## src/rtl/lcd_frame_writer.sv

```systemverilog
// Character LCD writer (HD44780/KS0066, 8-bit, write-only): one-time init, then
// endless refresh of two 16-character lines from a per-frame snapshot.
module lcd_frame_writer #(
  parameter logic [15:0] PowerOnTime   = 16'd40,
  parameter logic [3:0]  EHigh         = 4'd2,
  parameter logic [15:0] InsWaitTime   = 16'd10,
  parameter logic [15:0] ClearWaitTime = 16'd20,
  parameter logic [15:0] DataWaitTime  = 16'd10,
  parameter logic [31:0] RefreshTime   = 32'd320
) (
  input  logic         mclk,
  input  logic         rst,
  input  logic [127:0] LineA,
  input  logic [127:0] LineB,
  output logic [7:0]   DB,
  output logic         RS,
  output logic         E,
  output logic         RW,
  output logic         init_done,
  output logic         frame_done
);
  localparam logic [2:0] POWER_WAIT = 3'd0;
  localparam logic [2:0] SNAP       = 3'd1;
  localparam logic [2:0] SETUP      = 3'd2;
  localparam logic [2:0] EHI        = 3'd3;
  localparam logic [2:0] HOLD       = 3'd4;
  localparam logic [2:0] WAIT       = 3'd5;
  localparam logic [2:0] REFRESH    = 3'd6;

  logic [2:0]   state_q, state_d;
  logic [31:0]  cnt_q, cnt_d;
  logic [7:0]   db_q, db_d;
  logic         rs_q, rs_d;
  logic         e_q, e_d;
  logic         init_done_q, init_done_d;
  logic         frame_done_q, frame_done_d;
  logic [1:0]   init_idx_q, init_idx_d;
  logic [3:0]   char_idx_q, char_idx_d;
  logic         line_q, line_d;
  logic         is_cmd_q, is_cmd_d;
  logic [127:0] snap_a_q, snap_a_d;
  logic [127:0] snap_b_q, snap_b_d;

  logic [15:0]  wait_len;
  logic [3:0]   char_nxt;
  logic         advance;
  logic         start_byte;
  logic [7:0]   nxt_db;
  logic         nxt_rs;

  function automatic logic [7:0] init_byte(input logic [1:0] idx);
    case (idx)
      2'd0:    return 8'h38;
      2'd1:    return 8'h0C;
      2'd2:    return 8'h01;
      default: return 8'h06;
    endcase
  endfunction

  always_comb begin
    state_d      = state_q;
    cnt_d        = cnt_q;
    db_d         = db_q;
    rs_d         = rs_q;
    e_d          = e_q;
    init_done_d  = init_done_q;
    frame_done_d = 1'b0;
    init_idx_d   = init_idx_q;
    char_idx_d   = char_idx_q;
    line_d       = line_q;
    is_cmd_d     = is_cmd_q;
    snap_a_d     = snap_a_q;
    snap_b_d     = snap_b_q;
    advance      = 1'b0;
    start_byte   = 1'b0;
    nxt_db       = 8'h00;
    nxt_rs       = 1'b0;
    char_nxt     = char_idx_q + 4'd1;

    // The wait after a byte depends on the byte still sitting on the bus.
    if (rs_q)                wait_len = DataWaitTime;
    else if (db_q == 8'h01)  wait_len = ClearWaitTime;
    else                     wait_len = InsWaitTime;

    case (state_q)
      POWER_WAIT: begin
        if (cnt_q == {16'd0, PowerOnTime}) begin
          start_byte = 1'b1;
          nxt_db     = init_byte(2'd0);
          init_idx_d = 2'd0;
        end else begin
          cnt_d = cnt_q + 32'd1;
        end
      end
      SNAP: begin
        snap_a_d   = LineA;
        snap_b_d   = LineB;
        line_d     = 1'b0;
        is_cmd_d   = 1'b1;
        char_idx_d = 4'd0;
        start_byte = 1'b1;
        nxt_db     = 8'h80;
      end
      SETUP: begin
        state_d = EHI;
        e_d     = 1'b1;
        cnt_d   = 32'd0;
      end
      EHI: begin
        if (cnt_q + 32'd1 >= {28'd0, EHigh}) begin
          state_d = HOLD;
          e_d     = 1'b0;
          cnt_d   = 32'd0;
        end else begin
          cnt_d = cnt_q + 32'd1;
        end
      end
      HOLD: begin
        if (wait_len == 16'd0) begin
          advance = 1'b1;
        end else begin
          state_d = WAIT;
          cnt_d   = 32'd0;
        end
      end
      WAIT: begin
        if (cnt_q + 32'd1 >= {16'd0, wait_len}) advance = 1'b1;
        else                                   cnt_d   = cnt_q + 32'd1;
      end
      REFRESH: begin
        if (cnt_q + 32'd1 >= RefreshTime) begin
          state_d = SNAP;
          cnt_d   = 32'd0;
        end else begin
          cnt_d = cnt_q + 32'd1;
        end
      end
      default: state_d = POWER_WAIT;
    endcase

    // Pick the byte that follows the one just finished (or leave the byte loop).
    if (advance) begin
      if (!init_done_q) begin
        if (init_idx_q == 2'd3) begin
          init_done_d = 1'b1;
          state_d     = SNAP;
          cnt_d       = 32'd0;
        end else begin
          init_idx_d = init_idx_q + 2'd1;
          start_byte = 1'b1;
          nxt_db     = init_byte(init_idx_q + 2'd1);
        end
      end else if (is_cmd_q) begin
        is_cmd_d   = 1'b0;
        char_idx_d = 4'd0;
        start_byte = 1'b1;
        nxt_rs     = 1'b1;
        nxt_db     = line_q ? snap_b_q[7:0] : snap_a_q[7:0];
      end else if (char_idx_q == 4'd15) begin
        char_idx_d = char_nxt;
        if (!line_q) begin
          line_d     = 1'b1;
          is_cmd_d   = 1'b1;
          start_byte = 1'b1;
          nxt_db     = 8'hC0;
        end else begin
          state_d      = REFRESH;
          frame_done_d = 1'b1;
          cnt_d        = 32'd0;
        end
      end else begin
        char_idx_d = char_nxt;
        start_byte = 1'b1;
        nxt_rs     = 1'b1;
        nxt_db     = line_q ? snap_b_q[{char_nxt, 3'b000} +: 8]
                            : snap_a_q[{char_nxt, 3'b000} +: 8];
      end
    end

    if (start_byte) begin
      state_d = SETUP;
      db_d    = nxt_db;
      rs_d    = nxt_rs;
      e_d     = 1'b0;
      cnt_d   = 32'd0;
    end
  end

  always_ff @(posedge mclk or posedge rst) begin
    if (rst) begin
      state_q      <= POWER_WAIT;
      cnt_q        <= 32'd0;
      db_q         <= 8'h00;
      rs_q         <= 1'b0;
      e_q          <= 1'b0;
      init_done_q  <= 1'b0;
      frame_done_q <= 1'b0;
      init_idx_q   <= 2'd0;
      char_idx_q   <= 4'd0;
      line_q       <= 1'b0;
      is_cmd_q     <= 1'b0;
      snap_a_q     <= {16{8'h20}};
      snap_b_q     <= {16{8'h20}};
    end else begin
      state_q      <= state_d;
      cnt_q        <= cnt_d;
      db_q         <= db_d;
      rs_q         <= rs_d;
      e_q          <= e_d;
      init_done_q  <= init_done_d;
      frame_done_q <= frame_done_d;
      init_idx_q   <= init_idx_d;
      char_idx_q   <= char_idx_d;
      line_q       <= line_d;
      is_cmd_q     <= is_cmd_d;
      snap_a_q     <= snap_a_d;
      snap_b_q     <= snap_b_d;
    end
  end

  assign DB         = db_q;
  assign RS         = rs_q;
  assign E          = e_q;
  assign RW         = 1'b0;
  assign init_done  = init_done_q;
  assign frame_done = frame_done_q;
endmodule

```

## config.mk

```make
export PLATFORM = sky130hd
export DESIGN_NAME = lcd_frame_writer
export DESIGN_NICKNAME = d
export VERILOG_FILES = /design/src/rtl/lcd_frame_writer.sv
export SDC_FILE = /design/constraint.sdc
export NUM_CORES = 1
export LEC_CHECK = 0
export ABC_AREA = 0
export CAP_MARGIN = 20
export CELL_PAD_IN_SITES_DETAIL_PLACEMENT = 0
export CELL_PAD_IN_SITES_GLOBAL_PLACEMENT = 1
export CORE_ASPECT_RATIO = 1.5
export CORE_MARGIN = 1
export CORE_UTILIZATION = 44
export DETAILED_ROUTE_END_ITERATION = 10
export PLACE_DENSITY = 0.95
export SLEW_MARGIN = 5
export SYNTH_ARGS = -nofsm -noshare
export SYNTH_HDL_FRONTEND = slang
export SYNTH_SLANG_ARGS = --single-unit
```

## constraint.sdc

```tcl
create_clock -name mclk -period 14.3 [get_ports mclk]
set_clock_uncertainty 0.1 [all_clocks]
set_input_delay 1.43 -clock mclk [delete_from_list [all_inputs] [get_ports mclk]]
set_output_delay 1.43 -clock mclk [all_outputs]
set_load 0.05 [all_outputs]
```

==> results.md, run 1 <==
Critical path:
- The most common cell type on the critical path is sky130_fd_sc_hd__or4_1.
- The maximum cell stage delay along the critical path is roughly 920 ps.
- The sum of buffers and inverters on the critical path is 0.
- The slowest stage of the critical path is the sky130_fd_sc_hd__o31ai_4 cell.
- The startpoint type of the worst setup path is a flip-flop.
- The data arrival time of the worst path is 5520 ps.
- The biggest fanout along the worst timing path is 21.
- The critical setup path kind is reg2reg.
- Walking the worst path, the cells encountered are ha_1 -> nand4_1 -> nor4_2 -> xor2_1 -> or4_1 -> or4_1 -> o31ai_4 -> o211ai_2 -> nor2_1.
- The dominant delay contributor by cell family on the critical path is simple AND/OR/NAND/NOR gates.
- At the worst endpoint, the required time is approximately 15000 ps.
- The type of destination of the critical path is a flip-flop.

Floorplanning:
- The vertical die dimension is approximately 230 um.
- The floorplan step defined a die boundary enclosing 0.03623 mm^2.
- In this run the count of I/O pins placed on the die edge is between 200 and 300.
- The total area inside the core boundary comes to 0.03500 mm^2.
- In this run the core area contains 84 standard-cell rows.
- Measured along the x axis, the die boundary spans roughly 160 um.
- The starting utilization of the core area is 0.4457.

Pwr:
- The net switching power figure is just under 0.4 mW.
- The logic gate share of total power is 0.052.
- Of the total power, the share spent switching nets is 0.2149.
- Dividing total power by cell area gives a power density of 94.13 mW/mm^2.
- VDD sags by at most 74.11 uV.
- The share of total power dissipated in sequential elements is 0.477.
- The share of total power dissipated in the clock network is 0.471.
- The leakage power of the design is 7.948 nW.
- The cell-internal power is between 1 and 1.5 mW.

GRT:
- The first global-routing pass estimated 70.95 mm of wire.
- For this run the aggregate overflow at the end of global routing stands at 0.
- The number of global-route vias before repair was around 13000.
- Across every metal layer, demand over resource in global routing totals 0.2578.
- The initial antenna violation count is 1.
- Entering global routing, the biggest net connects 108 pins.

Yosys:
- In this run, synthesis inferred 0 flip-flops with an integrated enable.
- After synthesis, the share of cell area in mux cells is 0.1169.
- The sequential share of the synthesized area is 0.5014.
- Synthesis produced a netlist with a net count of just under 2000.
- The register bit total from synthesis is 311.
- The total standard cell area after synthesis is between 0.015 and 0.02 mm^2.
- After synthesis, the largest family of logic cells by area is simple AND/OR/NAND/NOR gates.
- Yosys mapped the design onto 69 distinct sky130hd cell types.
- Of the total synthesized cell area, the portion taken by AND, OR, NAND and NOR gates is 0.2647.
- The xor/xnor share of the synthesized area is 0.01404.
- In the synthesized netlist the dominant register cell turns out to be sky130_fd_sc_hd__dfrtp_1.
- In this run the mean area of a mapped cell was approximately 9 um^2.
- For this run, asynchronously set or reset flops after synthesis account for 1.000.
- The adder-cell share of the synthesized area is 0.008823.
- The area fraction in compound gates after synthesis is 0.05638.
- In the synthesized netlist, the number of instances is 1710.
- The number of warnings printed during yosys synthesis is 0.

Timing:
- The top achievable clock speed is a little under 0.2 GHz.
- Of the available clock period, the critical path in the final layout requires 0.3622.
- The routed design could run at a clock period as short as around 5200 ps.
- Setup violations remaining at the end of the flow were counted as 0.
- For the pin with the worst max-slew slack, the measured transition is between 1000 and 1500 ps.
- The worst max-slew margin expressed relative to the limit is 0.2888.
- Setup repair after global routing left no endpoint under its margin.
- The final number of max-transition violations was 0.
- After routing, the total negative slack on setup checks comes to 0 ps.
- The final number of hold-violating endpoints is 0.

Clocking:
- The clock reaches the later pin of the worst-skew pair after 530 ps.
- Once the clock tree was built, the setup fixing pass inserted 0 buffers.
- The tree built by TritonCTS fans out to 311 sinks.
- The CTS tree is built.
- For this design, the CTS-stage hold fixing added 0 buffers.
- The total number of H-tree levels is 2.
- The total of cells resized after clock tree synthesis is 0.
- No sink is reached through more buffers than the 3 on the longest clock path.
- The clock root buffer is sky130_fd_sc_hd__clkbuf_16.
- Clock-pin slew was measured on the worst setup and hold paths at 60 ps.
- The TritonCTS buffer count is 34.

Layout:
- At the end of the flow, the number of nets in the layout was 2178.
- The share of post-route cells with drive strength above 1 is 0.09928.
- The end-of-flow core utilization is 0.5600.
- Leaving out fill and tap cells, the most frequent cell in the layout is sky130_fd_sc_hd__nand2_1.
- The top cell types in the final layout, fill and taps aside, are sky130_fd_sc_hd__nand2_1, sky130_fd_sc_hd__dfrtp_1, sky130_fd_sc_hd__clkdlybuf4s50_1.
- From synthesis to final layout, the design area changed by 25.63%.

Drt:
- The number of vias per cell is 5.346.
- The detail-routed net length per standard cell is about 19 um.
- The routed layout has 12870 vias.
- After detailed routing, the number of remaining DRC violations is 0.
- The pre-antenna-repair detailed-routing pass consisted of 5 iterations.
- In this run, the number of DRC markers left after iteration 0 of detailed routing was approximately 950.
- The number of nets with antenna violations after detailed routing is 0.
- For this block, the routed nets add up to 45.51 mm of wire.

Run status:
- The run finished with clean final reports.

Placed design:
- The final weighted congestion of routability-driven global placement is 0.8983.
- Port buffering added 269 buffers.
- The total half-perimeter wirelength after legalization and detailed placement is roughly 33 mm.

Worst hold path:
- The type of the worst min-delay path is reg2reg.

Run:
- The tool flagged a number of max-cap violations equal to 0.
-- worst paths after layout --
path / from / slack [ps] / to / cells after the start
min: snap_a_q[85] / 360 / snap_a_q[85] / 2
min reg2reg: snap_a_q[85] / 360 / snap_a_q[85] / 2
min in group asynchronous: rst / 1330 / snap_b_q[104] / 2
max: cnt_q[0] / 9120 / cnt_q[25] / 9
max in group asynchronous: rst / 10530 / snap_b_q[40] / 4
max reg2reg: cnt_q[0] / 9120 / cnt_q[25] / 9
-- layout make-up --
| type | count | area [um^2] |
|---|---|---|
| Fill cell | 3100 | 15400 |
| Sequential cell | 311 | 7830 |
| Multi-Input combinational cell | 1263 | 7211 |
| Timing Repair Buffer | 281 | 2794 |
| Clock buffer | 48 | 953.4 |
| Tap cell | 473 | 591.8 |
| Clock inverter | 13 | 141.4 |
| Inverter | 18 | 75.07 |
| Antenna cell | 1 | 2.502 |
-- sequential cells by signal, indices dropped and copies added (netlist names) --
register	flops
snap_b_q	128
line_q	1
RS	1
char_idx_q	4
init_done	1
E	1
state_q	3
snap_a_q	128
DB	8
frame_done	1
is_cmd_q	1
init_idx_q	2
cnt_q	32
-- through the flow --
step,worst slack (ps),area (um^2),hold slack (ps),total power [mW],instances
after floorplan,4222,15600,336.0,0.9107,1710
after global placement,9251,18480,345.4,0.9928,2344
after detailed placement,9135,18490,347.8,0.9926,2345
after CTS,9102,19580,358.8,1.861,2406
after global routing,8806,19600,376.3,1.897,2408
final,9121,19600,357.0,1.845,2408
-- per-layer routing --
layer / vias up / share of wire / track usage
met1: 6312 / 0.38 / 0.3017
met3: 106 / 0.053 / 0.04470
li1: 6065 / - / -
met5: - / 0 / 0
met2: 389 / 0.51 / 0.4480
met4: 0 / 0.054 / 0.1406
-- cell usage after synthesis, types with 5 or more instances --
library cell / number / area share
sky130_fd_sc_hd__ha_1: 11 / 0.0088
sky130_fd_sc_hd__or3_1: 9 / 0.0036
sky130_fd_sc_hd__dfrtp_1: 279 / 0.45
sky130_fd_sc_hd__buf_6: 7 / 0.0051
sky130_fd_sc_hd__mux2i_1: 18 / 0.012
sky130_fd_sc_hd__nor2b_1: 11 / 0.0044
sky130_fd_sc_hd__dfstp_2: 32 / 0.054
sky130_fd_sc_hd__a211oi_1: 13 / 0.0063
sky130_fd_sc_hd__a31oi_1: 8 / 0.0032
sky130_fd_sc_hd__inv_1: 16 / 0.0039
sky130_fd_sc_hd__and2_1: 10 / 0.0040
sky130_fd_sc_hd__xnor2_1: 13 / 0.0073
sky130_fd_sc_hd__mux4_2: 72 / 0.10
sky130_fd_sc_hd__and4_1: 6 / 0.0034
sky130_fd_sc_hd__buf_1: 9 / 0.0022
sky130_fd_sc_hd__clkbuf_1: 91 / 0.022
sky130_fd_sc_hd__nor4_1: 12 / 0.0048
sky130_fd_sc_hd__nor2_1: 53 / 0.013
sky130_fd_sc_hd__nand3_1: 16 / 0.0051
sky130_fd_sc_hd__o211ai_1: 6 / 0.0029
sky130_fd_sc_hd__nand4_1: 16 / 0.0064
sky130_fd_sc_hd__o21ai_0: 26 / 0.0083
sky130_fd_sc_hd__a21oi_1: 33 / 0.011
sky130_fd_sc_hd__nand2_1: 820 / 0.20
sky130_fd_sc_hd__or4_1: 5 / 0.0024
sky130_fd_sc_hd__buf_2: 7 / 0.0022
sky130_fd_sc_hd__o22ai_1: 5 / 0.0020
sky130_fd_sc_hd__xor2_1: 12 / 0.0067
sky130_fd_sc_hd__nor3_1: 20 / 0.0064
-- power groups by stage --
stage	clock network (mW)	logic, mW	registers (mW)
after floorplan	0	0.0142	0.897
after global placement	0	0.0966	0.896
after detailed placement	0	0.0964	0.896
after CTS	0.884	0.0970	0.880
after global routing	0.915	0.102	0.880
final	0.869	0.0954	0.880
-- cell families after synthesis --
group	Yosys count
mux	92
fa+ha+maj	11
buf+inv	136
compound gates	131
flops	311
other cells	1
xor+xnor	25
simple gates	1003
-- tightest hold or removal path: stages, from the launching register on --
cell and delay (ps):
sky130_fd_sc_hd__dfstp_2 360, sky130_fd_sc_hd__nand2_1 40, sky130_fd_sc_hd__nand2_1 50
Power figures use the tool's default switching activity.
==> run 2, diff against run 1 <==
--- a/config.mk
+++ b/config.mk
@@ -11,9 +11,9 @@
 export CELL_PAD_IN_SITES_GLOBAL_PLACEMENT = 1
 export CORE_ASPECT_RATIO = 1.5
 export CORE_MARGIN = 1
-export CORE_UTILIZATION = 44
+export CORE_UTILIZATION = 37
 export DETAILED_ROUTE_END_ITERATION = 10
-export PLACE_DENSITY = 0.95
+export PLACE_DENSITY = 0.88
 export SLEW_MARGIN = 5
 export SYNTH_ARGS = -nofsm -noshare
 export SYNTH_HDL_FRONTEND = slang
==> constraint.sdc (replaced) <==
create_clock -name mclk -period 4.2 [get_ports mclk]
set_clock_uncertainty 0.1 [all_clocks]
set_input_delay 0.42 -clock mclk [delete_from_list [all_inputs] [get_ports mclk]]
set_output_delay 0.42 -clock mclk [all_outputs]
set_load 0.05 [all_outputs]
==> run 2 against run 1 <==
  * Power rose to 3.6 times the previous value
  * Clock power grew to 3.8 times the previous value
  * Core utilization fell by 7.1 points
  * Non-clock buffer count rose by 36
  * Worst hold slack got worse by 200 ps
  * Critical path type unchanged
  * Via count is 0.82% higher
  * Sequential power grew to 3.4 times the previous value
  * Global-route usage shrank 2.7 points
  * Die area grew 19%
  * Cell area rose by 3.1%
  * Highest routed layer is now met5
  * Cell count increased by 5.4%
  * Largest power group is now the clock network
  * Worst setup slack got worse by 8900 ps
==> results.md, run 2 (synthesis gave the netlist of run 1 again) <==
Drt:
- The first-pass detailed-route iteration total is 7 (+2).
- The detailed router's first-iteration violation count is 821 (-13%).
- The number of nets with antenna violations after detailed routing is 0 (unchanged).
- The number of vias per cell is 5.115 (-4.3%).
- The routed wire length is 48.45 mm (+6.5%).
- The via count of the routed design was 12980 (+0.82%).
- The detail-routed net length per standard cell is 19.10 um (+1.0%).
- The post-route DRC violation count came to 0 (unchanged).

Run status:
- The run finished with clean final reports.

Critical path:
- On the critical path, the stage with the largest delay is an instance of sky130_fd_sc_hd__or4_1.
- The startpoint type of the worst setup path is a flip-flop.
- The critical path in this run is classified as reg2reg.
- The data arrival time of the worst path was 4290 ps (-1230 ps).
- The maximum cell stage delay along the critical path came to 620 ps (-300 ps).
- The biggest fanout along the worst timing path came to 11 (-48%).
- The critical register-to-register path startpoint is cnt_q[3].
- The minimum setup slack among reg-to-reg paths was 260 ps (-8860 ps).
- The signal on the critical path passes through nand4_4 -> or4_4 -> nor3_1 -> xor2_1 -> or4_1 -> or4_1 -> o31ai_4 -> buf_4 -> o31a_1 -> a221o_1.
- The type of destination of the critical path is a flip-flop.
- The required time at the endpoint of the critical path came to 4550 ps (-10100 ps).
- The worst register-to-register path ends at DB[7].
- The cell that appears most often on the critical path is sky130_fd_sc_hd__or4_1.
- The cell count of the worst reg-to-reg path came to 10 (+1).

Clocking:
- The number of buffers on the longest clock path is 3 (unchanged).
- The total number of H-tree levels is 2 (unchanged).
- The number of clock sinks is 311 (unchanged).
- TritonCTS built the clock tree.
- The insertion delay to the later sink of the worst-skew pair is 530 ps (about the same).
- The number of buffers inserted for hold repair after clock tree synthesis was 0 (unchanged).
- The root buffer cell chosen for the clock tree is sky130_fd_sc_hd__clkbuf_16.
- The post-CTS setup buffer count came to 0 (unchanged).
- The clock-pin slew of the registers on the worst-case setup and hold paths is 70 ps (about the same).
- The TritonCTS buffer count is 35 (+2.9%).

Floorplanning:
- The total core area is 0.04133 mm^2 (+18%).
- The number of rows created at floorplan is 91 (+8.3%).
- The floorplan die width is 169.7 um (+8.9%).
- The vertical die dimension is 253.5 um (+9.0%).
- The starting utilization of the core area is 0.3774 (-0.06829).
- The total die area is 0.04300 mm^2 (+19%).
- The number of ports placed on the die boundary is 271 (unchanged).

GRT:
- The total track usage is 0.2308 (-0.02701).
- The total grt overflow is 0 (unchanged).
- The wire length of the first global-routing pass was 75.82 mm (+6.9%).
- The number of global-route vias before repair came to 13610 (+3.6%).
- The initial antenna violation count came to 8 (+7).
- The pin count of the biggest net entering global routing is 131 (+21%).

Timing:
- Setup repair after global routing left no endpoint under its margin.
- The top achievable clock speed came to 0.2536 GHz (+31%).
- The setup-violating endpoint count in the final report is 0 (unchanged).
- The final number of hold-violating endpoints is 0 (unchanged).
- The worst max-slew margin expressed relative to the limit was 0.3402 (+0.05142).
- The portion of the clock cycle consumed by the worst path in the final layout was 0.9389 (+0.5768).
- The final critical delay including setup and external delays is 3944 ps (-1235 ps).
- The final number of max-transition violations is 0 (unchanged).
- The final total negative setup slack is 0 ps (unchanged).
- The measured slew at the worst slew-check pin is 989.7 ps (-77.12 ps).

Placed design:
- The final weighted congestion of routability-driven global placement came to 0.8760 (-2.5%).
- The number of placed instances with taps included is 2466 (+5.2%).
- The quantity of I/O buffers inserted on ports is 269 (unchanged).
- The total half-perimeter wirelength after legalization and detailed placement is 35.22 mm (+7.5%).
- The post-placement cell area is 0.01893 mm^2 (+2.4%).

Layout:
- The most frequent standard cell in the layout excluding fill and tap cells is sky130_fd_sc_hd__nand2_1.
- From synthesis to final layout, the design area changed by 29.58%.
- The largest registers in the layout are snap_a_q x128, snap_b_q x128, cnt_q x32.
- The final standard cell count with taps included and fillers excluded is 2537 (+5.4%).
- The cell area after layout was 0.02021 mm^2 (+3.1%).
- The post-layout net count is 2215 (+1.7%).
- The top cell types in the final layout, fill and taps aside, are sky130_fd_sc_hd__nand2_1, sky130_fd_sc_hd__dfrtp_1, sky130_fd_sc_hd__clkdlybuf4s50_1.
- The share of post-route cells with drive strength above 1 was 0.1181 (+0.01882).

Pwr:
- The leakage power of the design is 8.229 nW (+3.5%).
- The power per unit of standard cell area is 329.8 mW/mm^2 (+250%).
- The total power after layout came to 6.668 mW (+260%).
- The largest vdd supply drop was 265.3 uV (+260%).

Run:
- The count of max-cap constraint violations is 0 (unchanged).

Worst hold path:
- The path class of the tightest hold or removal check is in2async.
run 2: per-stage QoR:
stage	setup WS (ps)	hold slack, ps	util
2_1_floorplan	-434.8	336.0	-
3_3_place_gp	335.0	345.2	0.4580
3_5_place_dp	294.4	348.0	0.4580
4_1_cts	234.1	165.7	0.4885
5_1_grt	28.74	200.1	0.4891
6_report	256.5	157.7	0.4891
run 2: repair_timing:
item                                    in CTS  in global routing
resized for setup                            0                  1
endpoints found under the setup margin       0                  4
hold endpoints to repair                     0                  0
run 2: report_power, final:
| part | switching (mW) | internal [mW] | leakage [nW] |
|---|---|---|---|
| Sequential | 0 | 3.00 | 3.03 |
| Clock | 1.28 | 2.06 | 0.618 |
| Combinational | 0.115 | 0.216 | 4.58 |
| Total | 1.40 | 5.27 | 8.23 |
run 2: how the worst max path moves through the flow:
stage	startpoint	end	slack, ps	depth (start not counted)
floorplan	rst	DB[0]	-430	1
global placement	cnt_q[0]	DB[7]	330	10
detailed placement	cnt_q[0]	DB[7]	290	10
CTS	cnt_q[0]	DB[7]	230	10
global route	cnt_q[3]	DB[7]	30	10
finish	cnt_q[3]	DB[7]	260	10
run 2: metal layers:
layer	vias to the layer above	global-route usage	wire length, um
li1	6145	-	-
met1	6351	0.2773	18930
met2	388	0.3994	24780
met3	90	0.04080	2759
met4	4	0.1076	1947
met5	-	0	27
run 2: final cells by class:
| cell class | instances | area, um^2 |
|---|---|---|
| Antenna cell | 6 | 15.01 |
| Multi-Input combinational cell | 1263 | 7211 |
| Clock buffer | 53 | 1055 |
| Sequential cell | 311 | 7831 |
| Clock inverter | 11 | 205.2 |
| Tap cell | 558 | 698.2 |
| Inverter | 18 | 71.32 |
| Timing Repair Buffer | 317 | 3128 |
| Fill cell | 3828 | 21120 |
run 2: critical path: cells and delay by family, from the launching register on:
kind                   cells  cell delay (ps)
AO/OA/AOI/OAI              3              810
XOR/XNOR                   1              110
buffers and inverters      1              240
flip-flops                 1              520
AND/OR/NAND/NOR            5             2080
